===== src/rtl/irq_ctrl_8.sv =====
// 8-source interrupt controller: synchronised requests, mask, fixed priority (source 0 highest),
// req/ack/eoi handshake to the CPU. Define IRQ_CTRL_EDGE_EN for rising-edge latched pending.
module irq_ctrl_8 #(
    parameter int         SYNC_STAGES = 2,
    parameter logic [7:0] MASK_RESET  = 8'hFF
) (
    input  logic       clk,
    input  logic       reset_n,
    input  logic [7:0] irq,
    input  logic       mask_we,
    input  logic [7:0] mask_wdata,
    output logic [7:0] mask,
    output logic [7:0] pending,
    output logic       int_req,
    output logic [3:0] int_vec,
    input  logic       int_ack,
    input  logic       eoi,
    output logic       busy
);

    typedef enum logic [1:0] {
        ST_IDLE    = 2'd0,
        ST_REQ     = 2'd1,
        ST_SERVICE = 2'd2
    } state_t;

    // Lowest set bit wins; result is the 1-based source index, 0 when nothing is active.
    function automatic logic [3:0] prio_code(input logic [7:0] act);
        logic [3:0] c;
        c = 4'd0;
        for (int i = 7; i >= 0; i--) begin
            c = act[i] ? 4'(i + 1) : c;
        end
        return c;
    endfunction

    // One-hot source select for a 1-based vector code; all zero for code 0.
    function automatic logic [7:0] vec_to_bit(input logic [3:0] v);
        logic [7:0] b;
        b = 8'd0;
        for (int i = 0; i < 8; i++) begin
            b[i] = (v == 4'(i + 1));
        end
        return b;
    endfunction

    logic [7:0] sync_r [SYNC_STAGES];
    logic [7:0] irq_s;
    logic [7:0] mask_r;
    logic [7:0] pend_s;
    logic [7:0] active_s;
    logic [3:0] code_s;
    state_t     state_r;
    state_t     state_nxt_s;
    logic       int_req_r;
    logic       req_nxt_s;
    logic [3:0] int_vec_r;
    logic [3:0] vec_nxt_s;
    logic       busy_r;
    logic       busy_nxt_s;

    // Request synchroniser chain.
    always_ff @(posedge clk or negedge reset_n) begin
        if (!reset_n) begin
            for (int i = 0; i < SYNC_STAGES; i++) begin
                sync_r[i] <= 8'd0;
            end
        end else begin
            sync_r[0] <= irq;
            for (int i = 1; i < SYNC_STAGES; i++) begin
                sync_r[i] <= sync_r[i-1];
            end
        end
    end

    assign irq_s = sync_r[SYNC_STAGES-1];

`ifdef IRQ_CTRL_EDGE_EN
    logic [7:0] irq_d_r;
    logic [7:0] pending_r;
    logic [7:0] rise_s;
    logic [7:0] clr_s;

    assign rise_s = irq_s & ~irq_d_r;

    // Only the acked source is cleared; an edge arriving in that same cycle re-sets it.
    always_comb begin
        clr_s = 8'd0;
        if ((state_r == ST_REQ) && int_ack) begin
            clr_s = vec_to_bit(int_vec_r);
        end else begin
            clr_s = 8'd0;
        end
    end

    // Edge detector history and sticky pending bits.
    always_ff @(posedge clk or negedge reset_n) begin
        if (!reset_n) begin
            irq_d_r   <= 8'd0;
            pending_r <= 8'd0;
        end else begin
            irq_d_r   <= irq_s;
            pending_r <= (pending_r & ~clr_s) | rise_s;
        end
    end

    assign pend_s = pending_r;
`else
    assign pend_s = irq_s;
`endif

    // Mask register; new value takes part in arbitration from the cycle after the write.
    always_ff @(posedge clk or negedge reset_n) begin
        if (!reset_n) begin
            mask_r <= MASK_RESET;
        end else if (mask_we) begin
            mask_r <= mask_wdata;
        end else begin
            mask_r <= mask_r;
        end
    end

    assign active_s = pend_s & ~mask_r;
    assign code_s   = prio_code(active_s);

    // Next-state and next-output logic; the vector is frozen from REQ until eoi.
    always_comb begin
        state_nxt_s = state_r;
        req_nxt_s   = int_req_r;
        vec_nxt_s   = int_vec_r;
        busy_nxt_s  = busy_r;
        case (state_r)
            ST_IDLE: begin
                if (code_s != 4'd0) begin
                    state_nxt_s = ST_REQ;
                    req_nxt_s   = 1'b1;
                    vec_nxt_s   = code_s;
                    busy_nxt_s  = 1'b0;
                end else begin
                    req_nxt_s   = 1'b0;
                    vec_nxt_s   = 4'd0;
                    busy_nxt_s  = 1'b0;
                end
            end
            ST_REQ: begin
                if (int_ack) begin
                    state_nxt_s = ST_SERVICE;
                    req_nxt_s   = 1'b0;
                    busy_nxt_s  = 1'b1;
                end else begin
                    req_nxt_s   = 1'b1;
                    busy_nxt_s  = 1'b0;
                end
            end
            ST_SERVICE: begin
                if (eoi) begin
                    state_nxt_s = ST_IDLE;
                    req_nxt_s   = 1'b0;
                    vec_nxt_s   = 4'd0;
                    busy_nxt_s  = 1'b0;
                end else begin
                    req_nxt_s   = 1'b0;
                    busy_nxt_s  = 1'b1;
                end
            end
            default: begin
                state_nxt_s = ST_IDLE;
                req_nxt_s   = 1'b0;
                vec_nxt_s   = 4'd0;
                busy_nxt_s  = 1'b0;
            end
        endcase
    end

    // State and registered CPU-facing outputs.
    always_ff @(posedge clk or negedge reset_n) begin
        if (!reset_n) begin
            state_r   <= ST_IDLE;
            int_req_r <= 1'b0;
            int_vec_r <= 4'd0;
            busy_r    <= 1'b0;
        end else begin
            state_r   <= state_nxt_s;
            int_req_r <= req_nxt_s;
            int_vec_r <= vec_nxt_s;
            busy_r    <= busy_nxt_s;
        end
    end

    assign mask    = mask_r;
    assign pending = pend_s;
    assign int_req = int_req_r;
    assign int_vec = int_vec_r;
    assign busy    = busy_r;

endmodule


===== config.mk =====
export PLATFORM = sky130hd
export DESIGN_NAME = irq_ctrl_8
export DESIGN_NICKNAME = d
export VERILOG_FILES = /design/src/rtl/irq_ctrl_8.sv
export SDC_FILE = /design/constraint.sdc
export NUM_CORES = 1
export LEC_CHECK = 0
export CAP_MARGIN = 20
export CORE_AREA = 5 5 59 61
export CTS_BUF_LIST = sky130_fd_sc_hd__clkbuf_4 sky130_fd_sc_hd__clkbuf_8
export DETAILED_ROUTE_END_ITERATION = 8
export DIE_AREA = 0 0 64 66
export PLACE_DENSITY = 0.76
export RECOVER_POWER = 25
export SLEW_MARGIN = 20
export SYNTH_ARGS = -nofsm -noshare
export SYNTH_HDL_FRONTEND = slang
export SYNTH_SLANG_ARGS = --single-unit

===== constraint.sdc =====
create_clock -name clk -period 2.2 [get_ports clk]
set_clock_uncertainty 0.05 [all_clocks]
set_input_delay 0.44 -clock clk [delete_from_list [all_inputs] [get_ports clk]]
set_output_delay 0.44 -clock clk [all_outputs]
set_load 0.01 [all_outputs]

==> impl_metrics.yaml <==
finish:
  nFillCells: 247
  final_common_cell: "clkdlybuf4s50_1"
  final_cell_mix: "33 x clkdlybuf4s50_1, 24 x dfrtp_1, 9 x dlygate4sd3_1, 8 x dfstp_2"
  final_core_util: 0.615
  nets: 164
  syn2layout_area_growth_pct: 38.3
  diodes: 0
  drive_above_1_share: 0.200
yosys:
  synth_cell_types: 29
  synthFlopType: "dfrtp_1"
  synth_top_cell_area_share: 0.462
  synth_top_area_cell: "dfrtp_1"
  ys_warn_count: 0
  avgSynthCellArea_sq_um: 13.3
  netlist_instances: 98
  ys_ff_latch: 32
  synthTopCellsByArea: "dfrtp_1 46%, dfstp_2 16%, mux2_2 6.1%"
  syn-cell-area_sq_um: 1300
  synth-edff-count: 0
  syn-num-nets: 123
  yosysSeqAreaShare: 0.623
  synthArstFlopShare: 1.00
cts:
  ctsHoldBuffers: 0
  numCtsBuffers: 5
  root_buffer: "clkbuf_4"
  max-clock-path-buffers: 2
  post_cts_buffers: 0
  clk_pin_slew_worst_paths_ps: 100
  htreeDepth: 2
  insertion_delay_ps: 330
  cts_tree: "done"
  clkSinkCount: 32
  cts_resized: 0
global_routing:
  grt_max_degree: 33
  grt_pass1_vias: 983
  grt_use_total: 0.146
  grt_pass1_wl_microns: 4620
  grt_overflow: 0
  antenna_found_initial: 0
sta:
  worst_pin_slew_ps: 749
  rsz0062_at_grt: "no"
  setup_tns_ps: 0
  relSlewSlack: 0.501
  fmax_ghz: 0.516
  period_minus_slack_ps: 1940
  period_share: 0.881
  slew_viol_final: 0
  setup-violations-final: 0
  hold_viol: 0
floorplanning:
  fp-row-count: 20
  core_area_sq_um: 2930
  initial_core_util: 0.444
  die_w_microns: 64
  dieArea_sq_um: 4220
  pin_count: 43
  die_h_microns: 66
setup_path:
  slowest_stage: "dfstp_2"
  cp_max_fo: 3
  crit_path_max_incr_delay_ps: 580
  rrSetupSlack_ps: 450
  cp_cell_sequence: "clkdlybuf4s50_1"
  cp.required_ps: 1710
  r2r-start: "state_r[0]"
  cp.arrival_ps: 1450
  endpoint_kind: "output pin"
  crit_path_start_kind: "flip-flop"
  critical-path-top-delay-family: "flip-flops"
  worstPathBufferInverterCount: 1
  r2r_cells: 6
  crit_start: "mask[3]"
  reg2reg_to: "state_r[1]"
  crit_type: "reg -> out"
detailed_routing:
  ant_nets: 0
  vias: 860
  drc: 0
  routed_wirelength_microns: 2550
  first_pass_iters: 4
  initialDrtViolationCount: 31
  via_per_inst: 4.97
  wire_per_inst_microns: 14.7
place:
  gp_congestion: 0.732
  dp_hpwl_microns: 1970
  port_buffers: 42
pwr:
  power.density_nw_per_um2: 958
  peakVddDrop_uv: 611
  leakage_nw: 0.778
outcome:
  status: "completed"
run:
  cap_violations: 0
hold_path:
  hp-start: "sync_r[8]"
  hold_path_class: "reg -> reg"
  hold_depth: 0
  hold_path_end: "pending[0]"
layout make-up:
| cell class | instances | area [sq um] | share of cell area |
|---|---|---|---|
| clock inverters | 1 | 30.0 | 0.0167 |
| repair buffers | 43 | 425 | 0.236 |
| flip-flops and latches | 32 | 811 | 0.451 |
| well taps | 33 | 41.3 | 0.0229 |
| inverters | 4 | 15.0 | 0.00834 |
| multi-input cells | 53 | 412 | 0.229 |
| clock buffers | 7 | 65.1 | 0.0362 |
worst max-delay path by stage:
| stage | cells after the start | to | slack (ps) |
|---|---|---|---|
| 6_report | 1 | mask[3] | 260 |
| 5_1_grt | 1 | mask[3] | 200 |
| 4_1_cts | 1 | mask[3] | 240 |
| 3_5_place_dp | 5 | state_r[1] | 200 |
| 3_3_place_gp | 5 | state_r[1] | 280 |
| 2_1_floorplan | 4 | state_r[1] | 620 |
synthesized netlist by cell type (2+ instances only):
master     n
a21oi_1    3
buf_4      8
dfrtp_1   24
dfstp_2    8
ha_1       4
inv_1      4
mux2_2     7
nand2_1    7
nand2b_1   6
nand4_1    2
nor2_1     2
nor2b_1    3
o21ai_0    4
flip-flops by register name, indices dropped and copies added, names as in the netlist:
signal	count
mask	8
sync_r	8
state_r	2
int_req	1
pending	8
int_vec	4
busy	1
per-layer routing:
layer,vias to the layer above,global-route usage,wire (microns)
met5,-,0,0
met4,0,0.0623,45
met3,5,0.0629,151
met2,24,0.245,1340
met1,423,0.159,1010
li1,408,-,-
power breakdown:
group | total, mW | internal, mW | leakage (nW) | switching [mW]
clock network | 0.499 | 0.302 | 0.0515 | 0.197
registers | 0.742 | 0.688 | 0.374 | 0.0545
logic | 0.483 | 0.260 | 0.352 | 0.222
total | 1.72 | 1.25 | 0.778 | 0.474
cell families (layout without fill, tap and decap cells):
kind of cell,count (synthesis),after routing,share of synthesized area
DFF,32,32,0.623
adders and majority gates,4,4,0.0385
muxes,8,8,0.0721
and+or+nand+nor,25,25,0.123
AOI/OAI and AO/OA,16,16,0.0827
buffers and inverters,13,55,0.0606
through the flow:
step | power [mW] | setup WS, ps | std cells | cell area, sq um | hold WS [ps]
after floorplan | 1.02 | 621 | 98 | 1300 | 94.4
after global placement | 1.22 | 283 | 165 | 1710 | 281
after detailed placement | 1.25 | 204 | 165 | 1710 | 286
after CTS | 1.75 | 242 | 173 | 1800 | 308
after global routing | 1.84 | 202 | 173 | 1800 | 311
final | 1.72 | 262 | 173 | 1800 | 306
(Power assumes the default switching activity.)
==> edit: new RTL, same flow settings <==
The option `IRQ_CTRL_EDGE_EN` is turned on by a define.
--- a/src/rtl/irq_ctrl_8.sv
+++ b/src/rtl/irq_ctrl_8.sv
@@ -1,5 +1,7 @@
 // 8-source interrupt controller: synchronised requests, mask, fixed priority (source 0 highest),
 // req/ack/eoi handshake to the CPU. Define IRQ_CTRL_EDGE_EN for rising-edge latched pending.
+`define IRQ_CTRL_EDGE_EN
+
 module irq_ctrl_8 #(
     parameter int         SYNC_STAGES = 2,
     parameter logic [7:0] MASK_RESET  = 8'hFF
Formal check against the unedited RTL: not equivalent (Yosys sat finds a counterexample within 4 cycles, from zero or initial values and one cycle with reset_n low).
==> edit against the unedited design <==
Final area rose by 31%. Wire length rose by 41%. Area after synthesis rose by 40%. Sequential cell count rose by 16. Setup slack got worse by 38 ps. Cell count rose by 27%. Power rose by 29%. Global-route usage rose by 4.3 points. Largest cell class unchanged. Fmax fell by 1.9%. Highest routed layer unchanged. Critical path depth did not move.
==> edit: results (changes against the unedited design) <==
GRT
  – Number of global-route vias before repair: 1275 (+30%)
  – Maximum number of pins on one net before global-route repair: 49 (+48%)
  – Global Route Usage Sum: 18.8% (+4.3 points)

Pwr
  – Leakage Power: 1.02 nW (+31%)
  – Largest vdd supply drop: 0.000700 V (+14%)

Detailed routing
  – Initial drt markers: 46 (+48%)
  – Final routed wire length divided by cell count: 16.4 µm (+11%)
  – Overall via count from detail_route: 1193 (+39%)

Critical path
  – Launching point of the worst reg2reg path: state_r[1]
  – Register-to-register setup slack: 540 ps (+90 ps)
  – Endpoint of the worst-slack reg-to-reg timing path: pending[1]
  – Endpoint arrival time on the critical path: 1490 ps (+40 ps)

Min path
  – Number of cells on the worst hold path: 0 (unchanged)
  – Worst hold path startpoint: sync_r[9]
  – Worst min-delay path endpoint: irq_s[1]

Place
  – Post-DP HPWL: 2.64 mm (+34%)
  – Last weighted congestion value of the routability-driven placer: 0.856 (+17%)

Timing
  – Relative slew slack: 22.7% (-27 points)
  – Worst Hold Margin: 313 ps (+6.49 ps)

Clocking
  – Number of buffers inserted to repair setup after CTS: 0 (unchanged)
  – Worst skew pair latency: 350 ps (+20 ps)

Logic synthesis
  – Net count after synthesis: 161 (+31%)
  – Fraction of synthesized area in multiplexers: 4.96% (-2.2 points)
  – Synth Area in Compound Gates: 10.4% (+2.1 points)
  – Most frequent cells after synthesis: sky130_fd_sc_hd__dfrtp_1 (40), sky130_fd_sc_hd__o21ai_0 (18), sky130_fd_sc_hd__inv_1 (11)
  – Synthesized-area fraction occupied by adder cells: 2.07% (-1.8 points)
  – Sequential fraction of the synthesis area: 66.7% (+4.4 points)
  – Main area contributors after synthesis: sky130_fd_sc_hd__dfrtp_1 (55%), sky130_fd_sc_hd__dfstp_2 (12%), sky130_fd_sc_hd__o21ai_0 (5.0%)

Finish
  – Layout Nets: 209 (+27%)
  – Fraction of final layout cells sized beyond drive strength 1: 18.3% (-1.7 points)

Outcome
  – Result of the run: finished, final reports clean
[edit: kinds of logic after synthesis]
logic type / Yosys count
multiplexers: 8
adder cells (fa/ha/maj): 3
buffers and inverters: 13
flip-flops: 48
AND/OR/NAND/NOR: 33
AO/OA/AOI/OAI: 32
[edit: report_power, final]
group	switching, mW	internal (mW)	total [mW]
sequential	0.0789	0.998	1.08
clock	0.259	0.302	0.561
combinational	0.298	0.285	0.582
[edit: how the worst max path moves through the flow]
stage / startpoint / to / depth (start not counted)
after floorplan: mask[3] / state_r[0] / 4
after CTS: mask[3] / mask[3] / 1
final: mask[3] / mask[3] / 1
after detailed placement: int_ack / pending[1] / 5
after global placement: int_ack / pending[1] / 5
after global routing: mask[3] / mask[3] / 1
[edit: per-layer routing]
layer | vias to the layer above | share of wire (%) | track usage, % | wire [µm]
met4 | 0 | 1.5 | 7.27 | 53
met3 | 8 | 6.8 | 5.95 | 242
li1 | 566 | - | - | -
met1 | 571 | 41 | 21.3 | 1460
met5 | - | 0 | 0 | 0
met2 | 48 | 51 | 32.9 | 1820
[edit: final cells by class]
type	count	area, µm²
inverters	11	41.3
clock inverters	1	30.0
multi-input cells	76	556
well taps	33	41.3
fillers	190	563
flip-flops and latches	48	1210
clock buffers	7	65.1
repair buffers	43	420
[edit: per-stage QoR]
step | setup WS (ps) | cells | util (%) | power (mW) | instance area, µm²
after global routing | 153 | 219 | 80.8 | 2.34 | 2360
after floorplan | 775 | 137 | - | 1.40 | 1820
after CTS | 201 | 219 | 80.9 | 2.23 | 2370
after detailed placement | 260 | 211 | 77.6 | 1.68 | 2270
final | 224 | 219 | 80.8 | 2.22 | 2360
after global placement | 369 | 211 | 77.6 | 1.65 | 2270
